**config.mk**
```make
export PLATFORM = sky130hd
export DESIGN_NAME = pe_skew_feeder
export DESIGN_NICKNAME = d
export VERILOG_FILES = /design/src/rtl/pe_skew_feeder.sv
export SDC_FILE = /design/constraint.sdc
export NUM_CORES = 1
export LEC_CHECK = 0
export ABC_AREA = 0
export CAP_MARGIN = 15
export CELL_PAD_IN_SITES_DETAIL_PLACEMENT = 1
export CELL_PAD_IN_SITES_GLOBAL_PLACEMENT = 1
export CORE_MARGIN = 10
export CORE_UTILIZATION = 47
export DETAILED_ROUTE_END_ITERATION = 7
export PLACE_DENSITY_LB_ADDON = 0.1
export SETUP_SLACK_MARGIN = 0.02
export SLEW_MARGIN = 20
export SYNTH_ARGS = -nofsm -noshare
export SYNTH_HDL_FRONTEND = slang
export SYNTH_SLANG_ARGS = --single-unit
```
**constraint.sdc**
```tcl
create_clock -name clk -period 3.57 [get_ports clk]
set_clock_uncertainty 0.2 [all_clocks]
set_input_delay 0.357 -clock clk [delete_from_list [all_inputs] [get_ports clk]]
set_output_delay 0.357 -clock clk [all_outputs]
set_load 0.005 [all_outputs]
```
**src/rtl/pe_skew_feeder.sv**
```systemverilog
// Requantising, FIFO-buffered operand feeder that skews each vector diagonally onto a PE array edge.
// Latency: vector pushed at cycle t into an idle empty feeder shows lane k valid at t+2+k.
// Backpressure: in_ready = !full (no look-ahead); output side never stalls. Define PE_FEEDER_SAT_EN to saturate instead of wrap.
module pe_skew_feeder #(
  parameter int INT_BW = 5,
  parameter int FRA_BW = 10,
  parameter int MUL_BW = 1 + INT_BW + FRA_BW,
  parameter int ACC_BW = 32,
  parameter int LANES  = 4,
  parameter int DEPTH  = 4
) (
  input  logic                      clk,
  input  logic                      rst_n,
  input  logic                      in_valid,
  output logic                      in_ready,
  input  logic [LANES*ACC_BW-1:0]   in_data,
  input  logic                      in_last,
  output logic [LANES*MUL_BW-1:0]   out_data,
  output logic [LANES-1:0]          out_valid,
  output logic                      out_last,
  output logic                      busy
);

  localparam int PTR_W = $clog2(DEPTH);
  localparam int CNT_W = $clog2(LANES) + 1;
  localparam int ENT_W = LANES*MUL_BW + 1;
  localparam logic [PTR_W:0] PTR_ONE = 1;

  typedef enum logic [1:0] {S_IDLE, S_STREAM, S_FLUSH} state_t;

  state_t                  r_state, w_state_nxt;
  logic [CNT_W-1:0]        r_flush_cnt, w_cnt_nxt;
  logic [PTR_W:0]          r_wr_ptr, r_rd_ptr;
  logic [ENT_W-1:0]        r_mem [DEPTH];
  logic [LANES-1:0]        r_last_pipe;

  logic                    w_empty, w_full, w_push, w_pop;
  logic [LANES*MUL_BW-1:0] w_wr_vec, w_rd_vec;
  logic [ENT_W-1:0]        w_rd_ent;
  logic                    w_rd_last;

  // Requantise each lane at push time: drop FRA_BW fraction bits, then wrap or clamp.
  for (genvar k = 0; k < LANES; k++) begin : g_conv
    logic signed [ACC_BW-1:0] w_t;
    logic [MUL_BW-1:0]        w_conv;
    assign w_t = $signed(in_data[k*ACC_BW +: ACC_BW]) >>> FRA_BW;
`ifdef PE_FEEDER_SAT_EN
    localparam logic signed [ACC_BW-1:0] SAT_MAX = {{(ACC_BW-MUL_BW+1){1'b0}}, {(MUL_BW-1){1'b1}}};
    localparam logic signed [ACC_BW-1:0] SAT_MIN = {{(ACC_BW-MUL_BW+1){1'b1}}, {(MUL_BW-1){1'b0}}};
    // Clamp out-of-range values to the most positive / most negative output word.
    always_comb begin
      w_conv = w_t[MUL_BW-1:0];
      if (w_t > SAT_MAX)
        w_conv = {1'b0, {(MUL_BW-1){1'b1}}};
      else if (w_t < SAT_MIN)
        w_conv = {1'b1, {(MUL_BW-1){1'b0}}};
    end
`else
    logic w_unused_hi;
    assign w_unused_hi = ^w_t[ACC_BW-1:MUL_BW];
    assign w_conv      = w_t[MUL_BW-1:0];
`endif
    assign w_wr_vec[k*MUL_BW +: MUL_BW] = w_conv;
  end

  // FIFO status: the extra pointer bit separates full from empty.
  assign w_empty   = (r_wr_ptr == r_rd_ptr);
  assign w_full    = (r_wr_ptr[PTR_W] != r_rd_ptr[PTR_W]) &&
                     (r_wr_ptr[PTR_W-1:0] == r_rd_ptr[PTR_W-1:0]);
  assign in_ready  = !w_full;
  assign w_push    = in_valid && !w_full;
  assign w_rd_ent  = r_mem[r_rd_ptr[PTR_W-1:0]];
  assign w_rd_vec  = w_rd_ent[LANES*MUL_BW-1:0];
  assign w_rd_last = w_rd_ent[LANES*MUL_BW];

  // FIFO storage; contents need no reset because the pointers define validity.
  always_ff @(posedge clk) begin
    if (w_push)
      r_mem[r_wr_ptr[PTR_W-1:0]] <= {in_last, w_wr_vec};
  end

  // FIFO pointers advance on push and pop independently.
  always_ff @(posedge clk or negedge rst_n) begin
    if (!rst_n) begin
      r_wr_ptr <= '0;
      r_rd_ptr <= '0;
    end else begin
      if (w_push) r_wr_ptr <= r_wr_ptr + PTR_ONE;
      if (w_pop)  r_rd_ptr <= r_rd_ptr + PTR_ONE;
    end
  end

  // FSM state and flush counter registers.
  always_ff @(posedge clk or negedge rst_n) begin
    if (!rst_n) begin
      r_state     <= S_IDLE;
      r_flush_cnt <= '0;
    end else begin
      r_state     <= w_state_nxt;
      r_flush_cnt <= w_cnt_nxt;
    end
  end

  // Next state and pop decision. IDLE pops in the same cycle it sees data so that a
  // fresh vector costs only one FIFO cycle. flush_cnt counts down the cycles until the
  // next tile's lane 0 may land; leaving FLUSH at 2 lets the IDLE pop that follows put
  // lane 0 out exactly when the count would reach zero, alongside the old tile's last lane.
  always_comb begin
    w_state_nxt = r_state;
    w_cnt_nxt   = r_flush_cnt;
    w_pop       = 1'b0;
    case (r_state)
      S_IDLE, S_STREAM: begin
        if (!w_empty) begin
          w_pop       = 1'b1;
          w_state_nxt = S_STREAM;
          if (w_rd_last) begin
            w_cnt_nxt   = CNT_W'(LANES-1);
            w_state_nxt = (LANES > 2) ? S_FLUSH : S_IDLE;
          end
        end
      end
      S_FLUSH: begin
        w_cnt_nxt = r_flush_cnt - CNT_W'(1);
        if (r_flush_cnt <= CNT_W'(2))
          w_state_nxt = S_IDLE;
      end
      default: w_state_nxt = S_IDLE;
    endcase
  end

  // Skew pipes: lane k is k+1 stages deep; bubbles carry valid=0 and data=0.
  for (genvar k = 0; k < LANES; k++) begin : g_lane
    logic [MUL_BW-1:0] r_dat [0:k];
    logic              r_vld [0:k];
    // Shift one stage per cycle, loading stage 0 from the popped vector or a bubble.
    always_ff @(posedge clk or negedge rst_n) begin
      if (!rst_n) begin
        for (int j = 0; j <= k; j++) begin
          r_dat[j] <= '0;
          r_vld[j] <= 1'b0;
        end
      end else begin
        r_dat[0] <= w_pop ? w_rd_vec[k*MUL_BW +: MUL_BW] : '0;
        r_vld[0] <= w_pop;
        for (int j = 1; j <= k; j++) begin
          r_dat[j] <= r_dat[j-1];
          r_vld[j] <= r_vld[j-1];
        end
      end
    end
    assign out_data[k*MUL_BW +: MUL_BW] = r_dat[k];
    assign out_valid[k]                 = r_vld[k];
  end

  // The last flag travels alongside the deepest lane only.
  always_ff @(posedge clk or negedge rst_n) begin
    if (!rst_n)
      r_last_pipe <= '0;
    else
      r_last_pipe <= {r_last_pipe[LANES-2:0], w_pop && w_rd_last};
  end

  assign out_last = r_last_pipe[LANES-1];
  assign busy     = (r_state != S_IDLE) || !w_empty || (|out_valid);

endmodule

```
==> flow_summary.json <==
{
  "drc_errors": 0,
  "root_buffer": "clkbuf_16",
  "crit_type": "reg2out",
  "clkPwrFrac": 0.287,
  "drv_cap": 0,
  "area_delta_synth_final_pct": 20.27,
  "rows": 65,
  "path_clk_slew_ns": 0.06,
  "grt_pass1_wl_um": 44030,
  "swShare": 0.2667,
  "synth-seq-cells": 439,
  "num-fill-cells": 2679,
  "critPathCaptureType": "output pin",
  "cp.required_ns": 3.01,
  "yosysWarnings": 0,
  "final_cell_mix": "edfxtp_1, dfrtp_1, clkdlybuf4s50_1, mux4_2, nor2b_1",
  "io_pins": 203,
  "die-width_um": 199.3,
  "dieArea_um2": 39710,
  "vias": 6468,
  "switchingPower_w": 0.004281,
  "crit_chain": "xor2_2, nor4_1, nand3_1, clkdlybuf4s50_1",
  "hold_viol_final": 0,
  "p_comb_frac": 0.247,
  "cts_tree": "yes",
  "synth_fp_nets": 831,
  "drt-vias-per-instance": 5.129,
  "setup_viol": 0,
  "internal-power_w": 0.01177,
  "synth_largest_area_cell": "edfxtp_1",
  "hp-class": "reg2reg",
  "ff_latch_area_um2": 12290,
  "crit_fanout": 8,
  "track_usage": 0.1471,
  "synth_area_um2": 15110,
  "final_nets": 960,
  "final_core_util": 0.5743,
  "clkLatencyLatePin_ns": 0.54,
  "synth_compound_area_frac": 0.006461,
  "max_stage_delay_ns": 0.52,
  "port_buffers": 138,
  "drtIter0Drc": 315,
  "cp_slowest_cell": "clkdlybuf4s50_1",
  "critical_path_buf_inv_count": 1,
  "cts_resized": 0,
  "initial_core_util": 0.4775,
  "status": "finished clean",
  "synthCells": 692,
  "htree_levels": 2,
  "grt_start_max_net_pins": 81,
  "antenna_found_initial": 2,
  "overflow": 0,
  "synthSimpleGateAreaFrac": 0.03214,
  "fin_setup_tns_ns": 0,
  "synth_top_family_by_area": "multiplexers",
  "rsz0062_at_grt": "false",
  "multi_input_area_um2": 2281,
  "final_common_cell": "edfxtp_1",
  "avgSynthCellArea_um2": 21.83,
  "power_frac_seq": 0.466,
  "cts.sinks": 439,
  "tightest_slew_ns": 1.087,
  "clock.fmax_ghz": 0.3370,
  "synth_mux_area_frac": 0.09931,
  "synth-xor-area-share": 0.006792,
  "drive_gt1_frac": 0.1830,
  "dp_hpwl_um": 16360,
  "peakVddDrop_mv": 0.5957,
  "finalPower_w": 0.01605,
  "start_kind": "flop",
  "p_leak_nw": 6.770,
  "first_pass_iters": 6,
  "timing.final.crit_share": 0.8312,
  "synth_top_area_frac": 0.5169,
  "synth_fa_ha_area_frac": 0.005798,
  "final_max_slew_viol_count": 0,
  "power_per_cell_area_nw_per_um2": 883.5,
  "cts_buffers": 45,
  "core_um2": 31640,
  "yosysSeqAreaShare": 0.8134,
  "synth_cell_type_count": 33,
  "detail-route-antenna-nets": 0,
  "fp.dieH_um": 199.3,
  "clockBufferDepth": 3,
  "gp_congestion": 0.6897,
  "grt_pass1_vias": 7326,
  "post-place-cells": 1175,
  "slew_headroom": 0.2751,
  "drt-total-wl_um": 28450,
  "path_delay_family": "simple AND/OR/NAND/NOR gates",
  "period_needed_ns": 2.967,
  "wl_per_cell_um": 22.56,
  "final_cells": 1261,
  "synth_area_leaders": "edfxtp_1, dfrtp_1, mux4_2",
  "critPathArrivalTime_ns": 2.41
}
[sequential cells by signal (all words and copies together), names as in the netlist]
signal        flops
r_wr_ptr          3
r_rd_ptr          3
g_lane.r_vld      3
r_state           2
out_data         48
out_valid         1
r_last_pipe       4
r_mem           260
r_flush_cnt       3
g_lane.r_dat    112
[synth_stat cells, drive strengths merged]
cell type,instances
nor2,3
nor3,1
nand3,1
a2bb2oi,1
o31a,2
ha,7
mux2i,1
nand2,1
and2b,4
o311ai,2
xor2,3
and2,3
nor2b,62
clkbuf,5
mux4,65
mux2,2
o22ai,1
inv,8
nor4,2
buf,66
or3,1
o31ai,2
dfrtp,179
xnor2,7
o21ai,1
a31oi,1
edfxtp,260
o211ai,1
[per-stage QoR]
step | hold WS (ns) | area, um^2 | setup WS, ns
floorplan | -0.1386 | 15110 | 0.3176
global placement | 0.1314 | 16670 | 0.8566
detailed placement | 0.1358 | 16670 | 0.7965
CTS | 0.1448 | 18160 | 0.5868
global route | 0.1474 | 18160 | 0.4854
finish | 0.1427 | 18170 | 0.6027
[cell type report]
class | count | share of cell area
antenna | 1 | 0.0001377
clock buffer | 58 | 0.06866
clock inverter | 26 | 0.01281
inverter | 8 | 0.001722
multi-input combinational | 174 | 0.1256
sequential | 439 | 0.6767
tap | 402 | 0.02769
timing repair buffer | 153 | 0.08671
[metal layers]
metal,share of wire,GRT usage,up-vias
met5,0.00032,0,-
met3,0.056,0.03482,42
li1,-,-,2807
met2,0.52,0.2557,149
met4,0.017,0.03928,2
met1,0.40,0.1807,3468
[final timing paths]
kind / startpoint / endpoint / slack, ns / depth (start not counted)
max: r_wr_ptr[1] / busy / 0.60 / 4
min in group asynchronous: rst_n / out_data[38] / 0.21 / 2
min reg2reg: g_lane[2].r_dat[37] / g_lane[2].r_dat[21] / 0.14 / 0
min: g_lane[2].r_dat[37] / g_lane[2].r_dat[21] / 0.14 / 0
max reg2reg: r_wr_ptr[1] / r_mem[3][3] / 0.80 / 4
max in group asynchronous: rst_n / g_lane[0].r_dat[3] / 2.14 / 3
[kinds of logic after synthesis]
kind of cell    Yosys count
buf+inv                  79
mux                      68
simple gates             78
compound gates           11
xor+xnor                 10
fa+ha+maj                 7
flops                   439
[power by group through the flow]
stage	Sequential, W	Clock, W	Combinational [W]
finish	0.00747	0.00460	0.00397
global route	0.00762	0.00498	0.00435
CTS	0.00751	0.00475	0.00411
global placement	0.00748	0	0.00400
detailed placement	0.00759	0	0.00408
floorplan	0.00743	0	0.00276
[what timing repair did]
| item | in CTS | in global routing |
|---|---|---|
| setup buffers | 0 | 0 |
| hold buffers | 1 | 0 |
| hold endpoints to repair | 78 | 0 |
No activity file was read; power rests on OpenSTA's default activity.
